**src/rtl/sdram_pin_decoder.sv**
```systemverilog
// Pin-level SDRAM command decoder: tracks bank rows, mode and bursts, and emits
// one single-beat access per cycle plus the CAS-latency-delayed read return.
module sdram_pin_decoder #(
  parameter int unsigned ROW_W = 13,
  parameter int unsigned COL_W = 9,
  parameter int unsigned BA_W  = 2
) (
  input  logic             clock,
  input  logic             reset,
  input  logic             cs_n,
  input  logic             ras_n,
  input  logic             cas_n,
  input  logic             we_n,
  input  logic [BA_W-1:0]  ba,
  input  logic [ROW_W-1:0] a,
  input  logic [1:0]       dqm,
  input  logic [15:0]      dq_in,
  output logic [15:0]      dq_out,
  output logic             dq_oe,
  output logic             cmd_valid,
  output logic             cmd_wen,
  output logic [1:0]       cmd_dqm_n,
  output logic [31:0]      cmd_addr,
  output logic [15:0]      cmd_wdata,
  input  logic [15:0]      cmd_rdata,
  output logic             err
);

  localparam int unsigned NB = 1 << BA_W;

  logic [NB-1:0]    open_q, open_d;
  logic [ROW_W-1:0] row_q [NB];
  logic [ROW_W-1:0] row_d [NB];
  logic [1:0]       bl_q, bl_d;
  logic             cl3_q, cl3_d;
  logic             err_q, err_d;

  logic             bst_act_q, bst_act_d;
  logic [BA_W-1:0]  bst_ba_q, bst_ba_d;
  logic [ROW_W-1:0] bst_row_q, bst_row_d;
  logic [COL_W-1:0] bst_col_q, bst_col_d;
  logic [2:0]       bst_cnt_q, bst_cnt_d;
  logic             bst_wen_q, bst_wen_d;

  logic             p0_v_q, p0_v_d, p0_oe_q, p0_oe_d, p0_cl3_q, p0_cl3_d;
  logic             p1_v_q, p1_v_d, p1_oe_q, p1_oe_d;
  logic [15:0]      p1_data_q, p1_data_d;
  logic             dq_oe_q, dq_oe_d;
  logic [15:0]      dq_out_q, dq_out_d;

  logic [2:0]       code;
  logic             is_act, is_rd, is_wr, is_pre, is_lmr;
  logic             new_bst, bad_acc, bst_kill, cont;
  logic [2:0]       bl_mask, col_lo;
  logic             beat_v, beat_wen;
  logic [BA_W-1:0]  beat_ba;
  logic [ROW_W-1:0] beat_row;
  logic [COL_W-1:0] beat_col;

  // Command decode; deselect reads as NOP
  always_comb begin
    code   = cs_n ? 3'b111 : {ras_n, cas_n, we_n};
    is_act = (code == 3'b011);
    is_rd  = (code == 3'b101);
    is_wr  = (code == 3'b100);
    is_pre = (code == 3'b010);
    is_lmr = (code == 3'b000);
  end

  // Beat selection: a fresh READ/WRITE wins over the running burst
  always_comb begin
    bl_mask  = 3'((4'd1 << bl_q) - 4'd1);
    new_bst  = (is_rd || is_wr) && open_q[ba];
    bad_acc  = (is_rd || is_wr) && !open_q[ba];
    bst_kill = bst_act_q && ((is_pre && (a[10] || ba == bst_ba_q)) || is_lmr);
    cont     = bst_act_q && !bst_kill && !new_bst;
    col_lo   = 3'(bst_col_q[2:0] + bst_cnt_q);
    beat_v   = 1'b0;
    beat_wen = 1'b0;
    beat_ba  = '0;
    beat_row = '0;
    beat_col = '0;
    if (new_bst) begin
      beat_v   = 1'b1;
      beat_wen = is_wr;
      beat_ba  = ba;
      beat_row = row_q[ba];
      beat_col = a[COL_W-1:0];
    end else if (cont) begin
      beat_v   = 1'b1;
      beat_wen = bst_wen_q;
      beat_ba  = bst_ba_q;
      beat_row = bst_row_q;
      beat_col = {bst_col_q[COL_W-1:3], (bst_col_q[2:0] & ~bl_mask) | (col_lo & bl_mask)};
    end
  end

  always_comb begin
    cmd_valid = beat_v && !reset;
    cmd_wen   = cmd_valid && beat_wen;
    cmd_addr  = cmd_valid ? 32'({beat_ba, beat_row, beat_col, 1'b0}) : '0;
    cmd_wdata = cmd_wen ? dq_in : '0;
    cmd_dqm_n = cmd_wen ? dqm : 2'b00;
    dq_oe     = dq_oe_q && !is_wr && !reset;
    dq_out    = dq_out_q;
    err       = err_q;
  end

  // Next state for banks, mode, burst and read-return pipeline
  always_comb begin
    open_d    = open_q;
    row_d     = row_q;
    bl_d      = bl_q;
    cl3_d     = cl3_q;
    err_d     = err_q | bad_acc | (is_act && open_q[ba]);
    bst_act_d = 1'b0;
    bst_ba_d  = bst_ba_q;
    bst_row_d = bst_row_q;
    bst_col_d = bst_col_q;
    bst_cnt_d = bst_cnt_q;
    bst_wen_d = bst_wen_q;

    if (is_act) begin
      open_d[ba] = 1'b1;
      row_d[ba]  = a;
    end
    if (is_pre) begin
      if (a[10]) open_d = '0;
      else       open_d[ba] = 1'b0;
    end
    if (is_lmr) begin
      bl_d  = a[2] ? 2'd0 : a[1:0];
      cl3_d = (a[6:4] == 3'd3);
    end

    if (new_bst) begin
      bst_act_d = (bl_q != 2'd0);
      bst_ba_d  = ba;
      bst_row_d = row_q[ba];
      bst_col_d = a[COL_W-1:0];
      bst_cnt_d = 3'd1;
      bst_wen_d = is_wr;
    end else if (cont) begin
      bst_act_d = (bst_cnt_q != bl_mask);
      bst_cnt_d = 3'(bst_cnt_q + 3'd1);
    end

    // A WRITE drops every read beat issued before it
    p0_v_d    = beat_v && !beat_wen;
    p0_oe_d   = (dqm != 2'b11);
    p0_cl3_d  = cl3_q;
    p1_v_d    = p0_v_q && p0_cl3_q && !is_wr;
    p1_oe_d   = p0_oe_q;
    p1_data_d = cmd_rdata;
    dq_oe_d   = 1'b0;
    dq_out_d  = dq_out_q;
    if (!is_wr) begin
      if (p0_v_q && !p0_cl3_q) begin
        dq_oe_d  = p0_oe_q;
        dq_out_d = cmd_rdata;
      end else if (p1_v_q) begin
        dq_oe_d  = p1_oe_q;
        dq_out_d = p1_data_q;
      end
    end
  end

  always_ff @(posedge clock) begin
    if (reset) begin
      open_q    <= '0;
      for (int unsigned i = 0; i < NB; i++) row_q[i] <= '0;
      bl_q      <= 2'd0;
      cl3_q     <= 1'b0;
      err_q     <= 1'b0;
      bst_act_q <= 1'b0;
      bst_ba_q  <= '0;
      bst_row_q <= '0;
      bst_col_q <= '0;
      bst_cnt_q <= '0;
      bst_wen_q <= 1'b0;
      p0_v_q    <= 1'b0;
      p0_oe_q   <= 1'b0;
      p0_cl3_q  <= 1'b0;
      p1_v_q    <= 1'b0;
      p1_oe_q   <= 1'b0;
      p1_data_q <= '0;
      dq_oe_q   <= 1'b0;
      dq_out_q  <= '0;
    end else begin
      open_q    <= open_d;
      row_q     <= row_d;
      bl_q      <= bl_d;
      cl3_q     <= cl3_d;
      err_q     <= err_d;
      bst_act_q <= bst_act_d;
      bst_ba_q  <= bst_ba_d;
      bst_row_q <= bst_row_d;
      bst_col_q <= bst_col_d;
      bst_cnt_q <= bst_cnt_d;
      bst_wen_q <= bst_wen_d;
      p0_v_q    <= p0_v_d;
      p0_oe_q   <= p0_oe_d;
      p0_cl3_q  <= p0_cl3_d;
      p1_v_q    <= p1_v_d;
      p1_oe_q   <= p1_oe_d;
      p1_data_q <= p1_data_d;
      dq_oe_q   <= dq_oe_d;
      dq_out_q  <= dq_out_d;
    end
  end

endmodule

```
**config.mk**
```make
export PLATFORM = sky130hd
export DESIGN_NAME = sdram_pin_decoder
export DESIGN_NICKNAME = d
export VERILOG_FILES = /design/src/rtl/sdram_pin_decoder.sv
export SDC_FILE = /design/constraint.sdc
export NUM_CORES = 1
export LEC_CHECK = 0
export ABC_AREA = 1
export BUFFER_PORTS_ARGS = -buffer_cell sky130_fd_sc_hd__buf_2
export CORE_ASPECT_RATIO = 0.9
export CORE_UTILIZATION = 45
export DETAILED_ROUTE_END_ITERATION = 16
export PLACE_DENSITY = 0.71
export SYNTH_ARGS = -nofsm -noshare
export SYNTH_HDL_FRONTEND = slang
export SYNTH_SLANG_ARGS = --single-unit
```
**constraint.sdc**
```tcl
create_clock -name clock -period 1.8 [get_ports clock]
set_clock_uncertainty 0.1 [all_clocks]
set_input_delay 0.27 -clock clock [delete_from_list [all_inputs] [get_ports clock]]
set_output_delay 0.27 -clock clock [all_outputs]
set_load 0.01 [all_outputs]
```
==> results.sh, run 1 <==
export IMPL_outcome="finished, violations left"
export IMPL_failed_checks="setup timing"
export IMPL_worst_slack_ps=-674
export IMPL_route_detailed_wl_per_inst_um=16.5
export IMPL_ios=125
export IMPL_numClockSinks=127
export IMPL_place_congestion=0.821
export IMPL_critPathTopFamily="simple AND/OR/NAND/NOR gates"
export IMPL_cts_tree="yes"
export IMPL_area_growth_pct=57.5
export IMPL_die_width_um=120
export IMPL_drive_above_1_share=0.370
export IMPL_finalCriticalPeriod_ps=2470
export IMPL_stdcell_count=1205
export IMPL_initial_utilization=0.463
export IMPL_synth_cells=789
export IMPL_grt_usage=0.302
export IMPL_nNetsFinal=1090
export IMPL_syn_area_sq_mm=0.00560
export IMPL_critPathMaxStageDelay_ps=330
export IMPL_hold_path_class="in -> reg"
export IMPL_drv_slew=0
export IMPL_tightest_slew_ps=531
export IMPL_path_class="reg -> out"
export IMPL_dpl_cell_count=1110
export IMPL_cts_path_max_buffers=2
export IMPL_antenna_found_initial=0
export IMPL_peakVddDrop_mv=0.703
export IMPL_path_max_fanout=5
export IMPL_yosysWarnings=0
export IMPL_via_count=6424
export IMPL_finalSetupViolCount=44
export IMPL_whs_ps=46.8
export IMPL_drtPass1Iterations=7
export IMPL_hold_viol_final=0
export IMPL_yosysSeqAreaShare=0.454
export IMPL_overflow=0
export IMPL_slew_headroom=0.645
export IMPL_cp_buffers_inverters=4
export IMPL_drt_iter0_drc=570
export IMPL_grt_pass1_vias=6085
export IMPL_p_total_uw=6780
export IMPL_rows=38
export IMPL_power_density_mw_per_mm2=769
export IMPL_cp_cell_sequence="inv_2 > nand2_1 > nand2_1 > nand2_2 > nand2_2 > nand2_4 > nand2_4 > buf_12 > o21ai_4 > buf_12 > nand2_8 > nor2_1 > buf_2"
export IMPL_maxCapViolCount=0
export IMPL_cp_end_kind="output port"
export IMPL_synth_seq_cells=127
export IMPL_ant_nets=0
export IMPL_fin_crit_sh=1.37
export IMPL_port_buffer_count=116
export IMPL_clk_pin_slew_ps=60
export IMPL_remaining_drc_errors=0
export IMPL_final_cell_mix="nor2_1 (130), dfxtp_1 (120), nand2_1 (102), buf_2 (99), buf_4 (90)"
export IMPL_grt_setup_unrepaired="yes"
export IMPL_cellLeakagePower_uw=0.00394
export IMPL_cts_buffers=17
export IMPL_n_antenna_cell=0
export IMPL_grt_max_degree=40
export IMPL_crit_path_top_delay_cell="dfxtp_2"
export IMPL_arrival_ps=2100
export IMPL_viasPerCell=5.33
export IMPL_die_area_sq_mm=0.0129
export IMPL_dp_slack_ps=-272
export IMPL_grt_pass1_wl_um=30200
export IMPL_max_freq_ghz=0.404
export IMPL_layout_commonest_cell="nor2_1"
export IMPL_coreArea_sq_mm=0.0121
export IMPL_clk_latency_ps=420
export IMPL_htree_levels=4
export IMPL_post_dp_hpwl_um=10800
export IMPL_wl_um=19800
export IMPL_avgSynthCellArea_sq_um=7.09
export IMPL_cts_root_buffer="clkbuf_16"
export IMPL_start_kind="register"
export IMPL_yosysUniqueCellTypes=33
export IMPL_die_y_um=108
export IMPL_worst_ep_required_time_ps=1430
==> worst min-delay path, delay by kind of cell <==
family | cells | cell delay [ps]
buf+inv | 1 | 110
simple gates | 1 | 70
compound gates | 1 | 80
==> timing repair <==
| item | 4_1_cts | 5_1_grt |
|---|---|---|
| gates resized for setup | 118 | 77 |
| pin swaps | 44 | 23 |
| endpoints found under the hold margin | 17 | 0 |
| endpoints found under the setup margin | 44 | 56 |
| gates cloned | 7 | 1 |
| buffers inserted | 52 | 6 |
| hold buffers | 18 | 0 |
==> path summary, 6_finish.rpt <==
check             slack (ps)            to  cells past startpoint   startpoint
setup / recovery        -670  cmd_wdata[4]                     13  bst_ba_q[1]
hold / removal            50     row_q[24]                      3        a[11]
setup reg to reg          60  bst_col_q[3]                     13    open_q[3]
hold reg to reg          360      p0_cl3_q                      2        cl3_q
==> metrics by stage <==
step	utilization	TNS, ps	cell area, sq um
floorplan	-	-50.6	5640
global placement	0.572	-11020	6910
detailed placement	0.572	-9480	6910
CTS	0.717	-22440	8650
global route	0.730	-27780	8810
finish	0.730	-25160	8810
==> per-layer routing <==
layer / vias up / part of all wire / global-route usage
met3: 54 / 0.081 / 0.0773
met2: 347 / 0.48 / 0.513
met5: - / 0 / 0
met1: 2986 / 0.41 / 0.363
met4: 0 / 0.027 / 0.126
li1: 3037 / - / -
==> logic make-up (layout without fill, tap and decap cells) <==
| kind of cell | count (synthesis) | after routing | share of synthesized area |
|---|---|---|---|
| AOI/OAI and AO/OA | 190 | 190 | 0.181 |
| xor gates and xnor gates | 4 | 4 | 0.00626 |
| adders and majority gates | 3 | 3 | 0.00805 |
| buffers and inverters | 134 | 380 | 0.102 |
| DFF | 127 | 127 | 0.454 |
| other | 1 | 8 | 0.000670 |
| and+or+nand+nor | 330 | 333 | 0.248 |
==> synthesized netlist by cell type <==
library cell | instances | area [sq um]
nor2_1 | 147 | 552
nand2_4 | 1 | 11.3
nand2_1 | 125 | 469
inv_1 | 79 | 297
a31oi_1 | 1 | 6.26
inv_2 | 7 | 26.3
clkbuf_1 | 18 | 67.6
buf_2 | 12 | 60.1
xnor2_1 | 2 | 17.5
nor2_2 | 9 | 56.3
dfxtp_1 | 127 | 2540
nand3_1 | 9 | 45.0
buf_6 | 1 | 11.3
buf_1 | 5 | 18.8
buf_4 | 12 | 90.1
nand4_1 | 27 | 169
a21oi_1 | 71 | 355
o21ai_0 | 95 | 475
a22oi_1 | 14 | 105
nand3_4 | 1 | 17.5
a21oi_4 | 1 | 16.3
nor3_2 | 1 | 10.0
xor2_1 | 2 | 17.5
a211oi_1 | 3 | 22.5
ha_1 | 2 | 25.0
nand2_2 | 4 | 25.0
fa_1 | 1 | 20.0
o22ai_1 | 3 | 18.8
conb_1 | 1 | 3.75
o21ai_1 | 1 | 5.00
nor3_1 | 5 | 25.0
or2_2 | 1 | 6.26
o21ai_2 | 1 | 8.76
==> power by group <==
| part | internal (uW) | switching (uW) | leakage, uW |
|---|---|---|---|
| combinational | 283 | 368 | 0.00263 |
| sequential | 2870 | 26.6 | 0.00103 |
| clock | 1990 | 1240 | 0.000275 |
| total | 5150 | 1630 | 0.00394 |
==> sequential cells by signal, indices dropped and copies added (netlist names), 2 cells and up <==
name       count
bst_row_q     13
open_q         4
bst_cnt_q      3
bst_ba_q       2
bst_col_q      9
p1_data_q     16
row_q         52
dq_out        16
bl_q           2
==> cell type report <==
cell class / instances / area (sq um)
inverter: 86 / 343
timing repair buffer: 262 / 2180
sequential: 127 / 2550
multi-input combinational: 538 / 2990
clock buffer: 25 / 485
tap: 160 / 200
clock inverter: 7 / 60.1
fill: 834 / 3260
(Power assumes the default switching activity.)
==> run 2, diff against run 1 <==
- CTS_BUF_LIST: not set -> sky130_fd_sc_hd__clkbuf_4 sky130_fd_sc_hd__clkbuf_8 sky130_fd_sc_hd__clkbuf_16
- REMOVE_ABC_BUFFERS: not set -> 1
==> results.sh, run 2 (same netlist as run 1, synthesis figures left out) <==
export IMPL_outcome="finished, violations left"
export IMPL_failed_checks="setup timing"
export IMPL_drtPass1Iterations=8
export IMPL_slew_headroom=0.648
export IMPL_cellLeakagePower_uw=0.00387
export IMPL_coreArea_sq_mm=0.0121
export IMPL_ant_nets=0
export IMPL_finalCriticalPeriod_ps=2440
export IMPL_drt_iter0_drc=860
export IMPL_arrival_ps=2070
export IMPL_drv_slew=0
export IMPL_fin_util=0.717
export IMPL_dp_slack_ps=-326
export IMPL_wl_um=20800
export IMPL_route_met2_wl_um=9830
export IMPL_grt_setup_unrepaired="yes"
export IMPL_worst_ep_required_time_ps=1430
export IMPL_cts_buffers=17
export IMPL_worst_slack_ps=-644
export IMPL_rows=38
export IMPL_die_width_um=120
export IMPL_overflow=0
export IMPL_fin_crit_sh=1.36
export IMPL_cp_end_kind="output port"
export IMPL_n_antenna_cell=0
export IMPL_ios=125
export IMPL_layout_commonest_cell="nor2_1"
export IMPL_cts_root_buffer="clkbuf_16"
export IMPL_finalSetupViolCount=44
export IMPL_grt_pass1_vias=5698
export IMPL_start_kind="register"
export IMPL_path_max_fanout=5
export IMPL_hold_viol_final=0
export IMPL_wl_met1_um=8110
export IMPL_topRoutingLayerUsed="met4"
export IMPL_htree_levels=4
export IMPL_cts_tree="yes"
export IMPL_hold_path_class="in -> reg"
export IMPL_die_area_sq_mm=0.0129
export IMPL_peakVddDrop_mv=0.670
export IMPL_largest_reg_flops=52
export IMPL_wl_met3_um=1900
export IMPL_route_detailed_wl_per_inst_um=17.5
export IMPL_clk_latency_ps=420
export IMPL_via_count=6567
export IMPL_die_y_um=108
export IMPL_initial_utilization=0.463
export IMPL_post_dp_hpwl_um=10400
export IMPL_grt_usage=0.283
export IMPL_regMostFlops="row_q"
export IMPL_drive_above_1_share=0.358
export IMPL_numClockSinks=127
export IMPL_final_cell_mix="nor2_1 (132), dfxtp_1 (120), nand2_1 (108), buf_2 (102), o21ai_0 (88)"
export IMPL_tightest_slew_ps=527
export IMPL_place_congestion=0.811
export IMPL_antenna_found_initial=0
export IMPL_grt_pass1_wl_um=28500
export IMPL_clk_pin_slew_ps=60
export IMPL_remaining_drc_errors=0
export IMPL_path_class="reg -> out"
export IMPL_power_density_mw_per_mm2=850
export IMPL_cts_path_max_buffers=2
export IMPL_port_buffer_count=116
export IMPL_grt_max_degree=47
export IMPL_area_growth_pct=54.8
export IMPL_nNetsFinal=1075
export IMPL_maxCapViolCount=0
export IMPL_viasPerCell=5.52
export IMPL_max_freq_ghz=0.409
export IMPL_whs_ps=51.4
run 2: cell type report:
class                   count  area, sq um
multi-input cells         539         2990
inverters                  86          347
flip-flops and latches    127         2550
clock buffers              18          439
well taps                 160          200
fillers                   837         3410
repair buffers            244         1910
clock inverters            14          205
repair inverters            2         23.8
run 2: path summary, 6_finish.rpt:
path | startpoint | slack (ps) | cells past startpoint | end
worst min register to register | bst_row_q[2] | 380 | 2 | bst_row_q[2]
worst min-delay path | a[11] | 50 | 3 | row_q[24]
worst max register to register | p0_cl3_q | 60 | 7 | dq_out[3]
worst max-delay path | open_q[3] | -640 | 11 | cmd_dqm_n[0]
run 2: report_power, final:
part | switching [uW] | internal (uW) | leakage, uW | total, uW
logic | 377 | 274 | 0.00252 | 650
registers | 26.7 | 2870 | 0.00103 | 2890
clock network | 1430 | 2390 | 0.000314 | 3810
run 2: critical path, stage by stage (launching register included):
cell     delay, ps
dfxtp_1        310
inv_1           50
nand2_1         60
nand2_2         70
nand2_4         90
nand3_4        160
buf_8          190
a21oi_4        190
buf_12         170
nand2_4         90
nor2_2         120
buf_2          150
run 2: what timing repair did:
| action | CTS | global route |
|---|---|---|
| setup endpoints to repair | 44 | 54 |
| setup buffers | 22 | 12 |
| gates resized for setup | 91 | 85 |
| hold buffers | 18 | 0 |
| endpoints found under the hold margin | 17 | 0 |
| gates cloned | 7 | 4 |
| pin swaps | 27 | 24 |
run 2: stage by stage:
step / power [uW] / instance area (sq um) / std cells / TNS, ps
after detailed placement: 3410 / 6770 / 1103 / -10140
after floorplan: 3170 / 5380 / 748 / -31160
after CTS: 7230 / 8210 / 1182 / -19890
final: 7360 / 8660 / 1190 / -22960
after global routing: 7560 / 8660 / 1190 / -25970
after global placement: 3410 / 6770 / 1103 / -9050
run 2: layer usage:
layer  track usage  up-vias
li1              -     3011
met1         0.370     3032
met2         0.445      417
met3        0.0704      107
met4         0.110        0
met5             0        -
==> run 3, diff against run 2 <==
==> constraint.sdc (replaced) <==
create_clock -name clock -period 1.8 [get_ports clock]
set_clock_uncertainty 0.1 [all_clocks]
set_input_delay 0.18 -clock clock [delete_from_list [all_inputs] [get_ports clock]]
set_output_delay 0.18 -clock clock [all_outputs]
set_load 0.01 [all_outputs]
==> results.sh, run 3 (same netlist as run 1, synthesis figures left out) <==
export IMPL_overflow=0
export IMPL_htree_levels=4
export IMPL_via_count=6900
export IMPL_post_dp_hpwl_um=10300
export IMPL_die_width_um=120
export IMPL_viasPerCell=5.75
export IMPL_n_antenna_cell=0
export IMPL_drv_slew=0
export IMPL_route_detailed_wl_per_inst_um=19.1
export IMPL_fillers=775
export IMPL_finalCriticalPeriod_ps=2380
export IMPL_dp_slack_ps=-183
export IMPL_hold_path_class="in -> reg"
export IMPL_cts_root_buffer="clkbuf_16"
export IMPL_area_growth_pct=59.0
export IMPL_drt_iter0_drc=1008
export IMPL_drtPass1Iterations=9
export IMPL_whs_ps=29.2
export IMPL_placed_cell_area_sq_mm=0.00675
export IMPL_grt_setup_unrepaired="yes"
export IMPL_drive_above_1_share=0.352
export IMPL_cts_path_max_buffers=2
export IMPL_start_kind="register"
export IMPL_nNetsFinal=1084
export IMPL_cp_end_kind="output port"
export IMPL_path_max_fanout=2
export IMPL_finalSetupViolCount=45
export IMPL_die_area_sq_mm=0.0129
export IMPL_rows=38
export IMPL_max_freq_ghz=0.419
export IMPL_clk_latency_ps=430
export IMPL_grt_pass1_wl_um=30000
export IMPL_worst_r2r_path_depth=12
export IMPL_numClockSinks=127
export IMPL_worst_ep_required_time_ps=1520
export IMPL_outcome="finished, violations left"
export IMPL_remaining_drc_errors=0
export IMPL_maxCapViolCount=0
export IMPL_ios=125
export IMPL_worst_slack_ps=-584
export IMPL_wl_um=22900
export IMPL_coreArea_sq_mm=0.0121
export IMPL_hold_viol_final=0
export IMPL_grt_max_degree=52
export IMPL_peakVddDrop_mv=0.696
export IMPL_min_path_cells=3
export IMPL_cts_tree="yes"
export IMPL_cellLeakagePower_uw=0.00390
export IMPL_port_buffer_count=116
export IMPL_fin_area_sq_mm=0.00890
export IMPL_grt_usage=0.301
export IMPL_fin_crit_sh=1.32
export IMPL_cts_buffers=17
export IMPL_arrival_ps=2100
export IMPL_antenna_found_initial=0
export IMPL_tightest_slew_ps=557
export IMPL_place_congestion=0.824
export IMPL_layout_commonest_cell="nor2_1"
export IMPL_ant_nets=0
export IMPL_grt_pass1_vias=5995
export IMPL_power_density_mw_per_mm2=809
export IMPL_clk_pin_slew_ps=60
export IMPL_regMostFlops="row_q"
export IMPL_largest_reg_flops=52
export IMPL_final_cell_mix="nor2_1 (130), dfxtp_1 (121), nand2_1 (109), buf_2 (96), o21ai_0 (90)"
export IMPL_die_y_um=108
export IMPL_path_class="reg -> out"
export IMPL_slew_headroom=0.624
export IMPL_failed_checks="setup timing"
export IMPL_initial_utilization=0.463
==> run 3: cell count changes in the layout (fill, tap and decap cells not counted), moves of 3 or more <==
cell and change:
buf_6 +21, inv_1 +3, a21oi_4 -4, buf_16 +3, buf_4 -16, a21oi_2 +6, nor2_2 -13, dlygate4sd3_1 +8
nor2_4 +15, buf_2 -6
==> run 3: critical path, stage by stage, from the launching register on <==
cell     delay, ps
dfxtp_2        340
ha_4           160
fa_2           520
nand2_1         80
o21ai_1        110
nand4_1        140
a21oi_1        160
buf_2          180
==> run 3: routing by layer <==
layer,part of all wire,vias to the layer above,GRT usage
li1,-,3024,-
met1,0.37,3205,0.374
met2,0.47,513,0.503
met3,0.11,158,0.0657
met4,0.057,0,0.124
met5,0,-,0
==> run 3: stage by stage <==
stage / util / instances / power [uW] / TNS, ps
2_1_floorplan: - / 748 / 3170 / -22830
3_3_place_gp: 0.559 / 1092 / 3390 / -1630
3_5_place_dp: 0.559 / 1092 / 3400 / -2180
4_1_cts: 0.700 / 1199 / 7070 / -17920
5_1_grt: 0.737 / 1199 / 7350 / -24870
6_report: 0.737 / 1199 / 7200 / -21520
==> run 3: repair_timing <==
action / 4_1_cts / 5_1_grt
resized for setup: 94 / 105
hold buffers: 26 / 0
setup buffers: 40 / 13
pin swaps: 37 / 34
endpoints found under the setup margin: 44 / 47
hold endpoints to repair: 37 / 0
cloned: 9 / 3
==> run 3: report_power, final <==
part	switching [uW]	total (uW)	internal, uW
Combinational	398	676	278
Sequential	28.1	2900	2870
Clock	1430	3630	2200
Total	1860	7200	5340
==> run 3: final cells by class <==
cell class,instances,area (sq um),share of cell area
repair inverters,1,11.3,0.00127
repair buffers,254,2160,0.243
multi-input cells,539,3030,0.341
clock inverters,15,188,0.0211
well taps,160,200,0.0225
flip-flops and latches,127,2550,0.286
clock buffers,17,425,0.0478
inverters,86,335,0.0377
==> run 3: path summary, 6_finish.rpt <==
path / startpoint / end / slack, ps
setup reg to reg: open_q[0] / bst_row_q[10] / -10
hold / removal: a[3] / row_q[29] / 30
hold reg to reg: bst_row_q[6] / bst_row_q[6] / 370
setup / recovery: bst_col_q[0] / cmd_addr[2] / -580
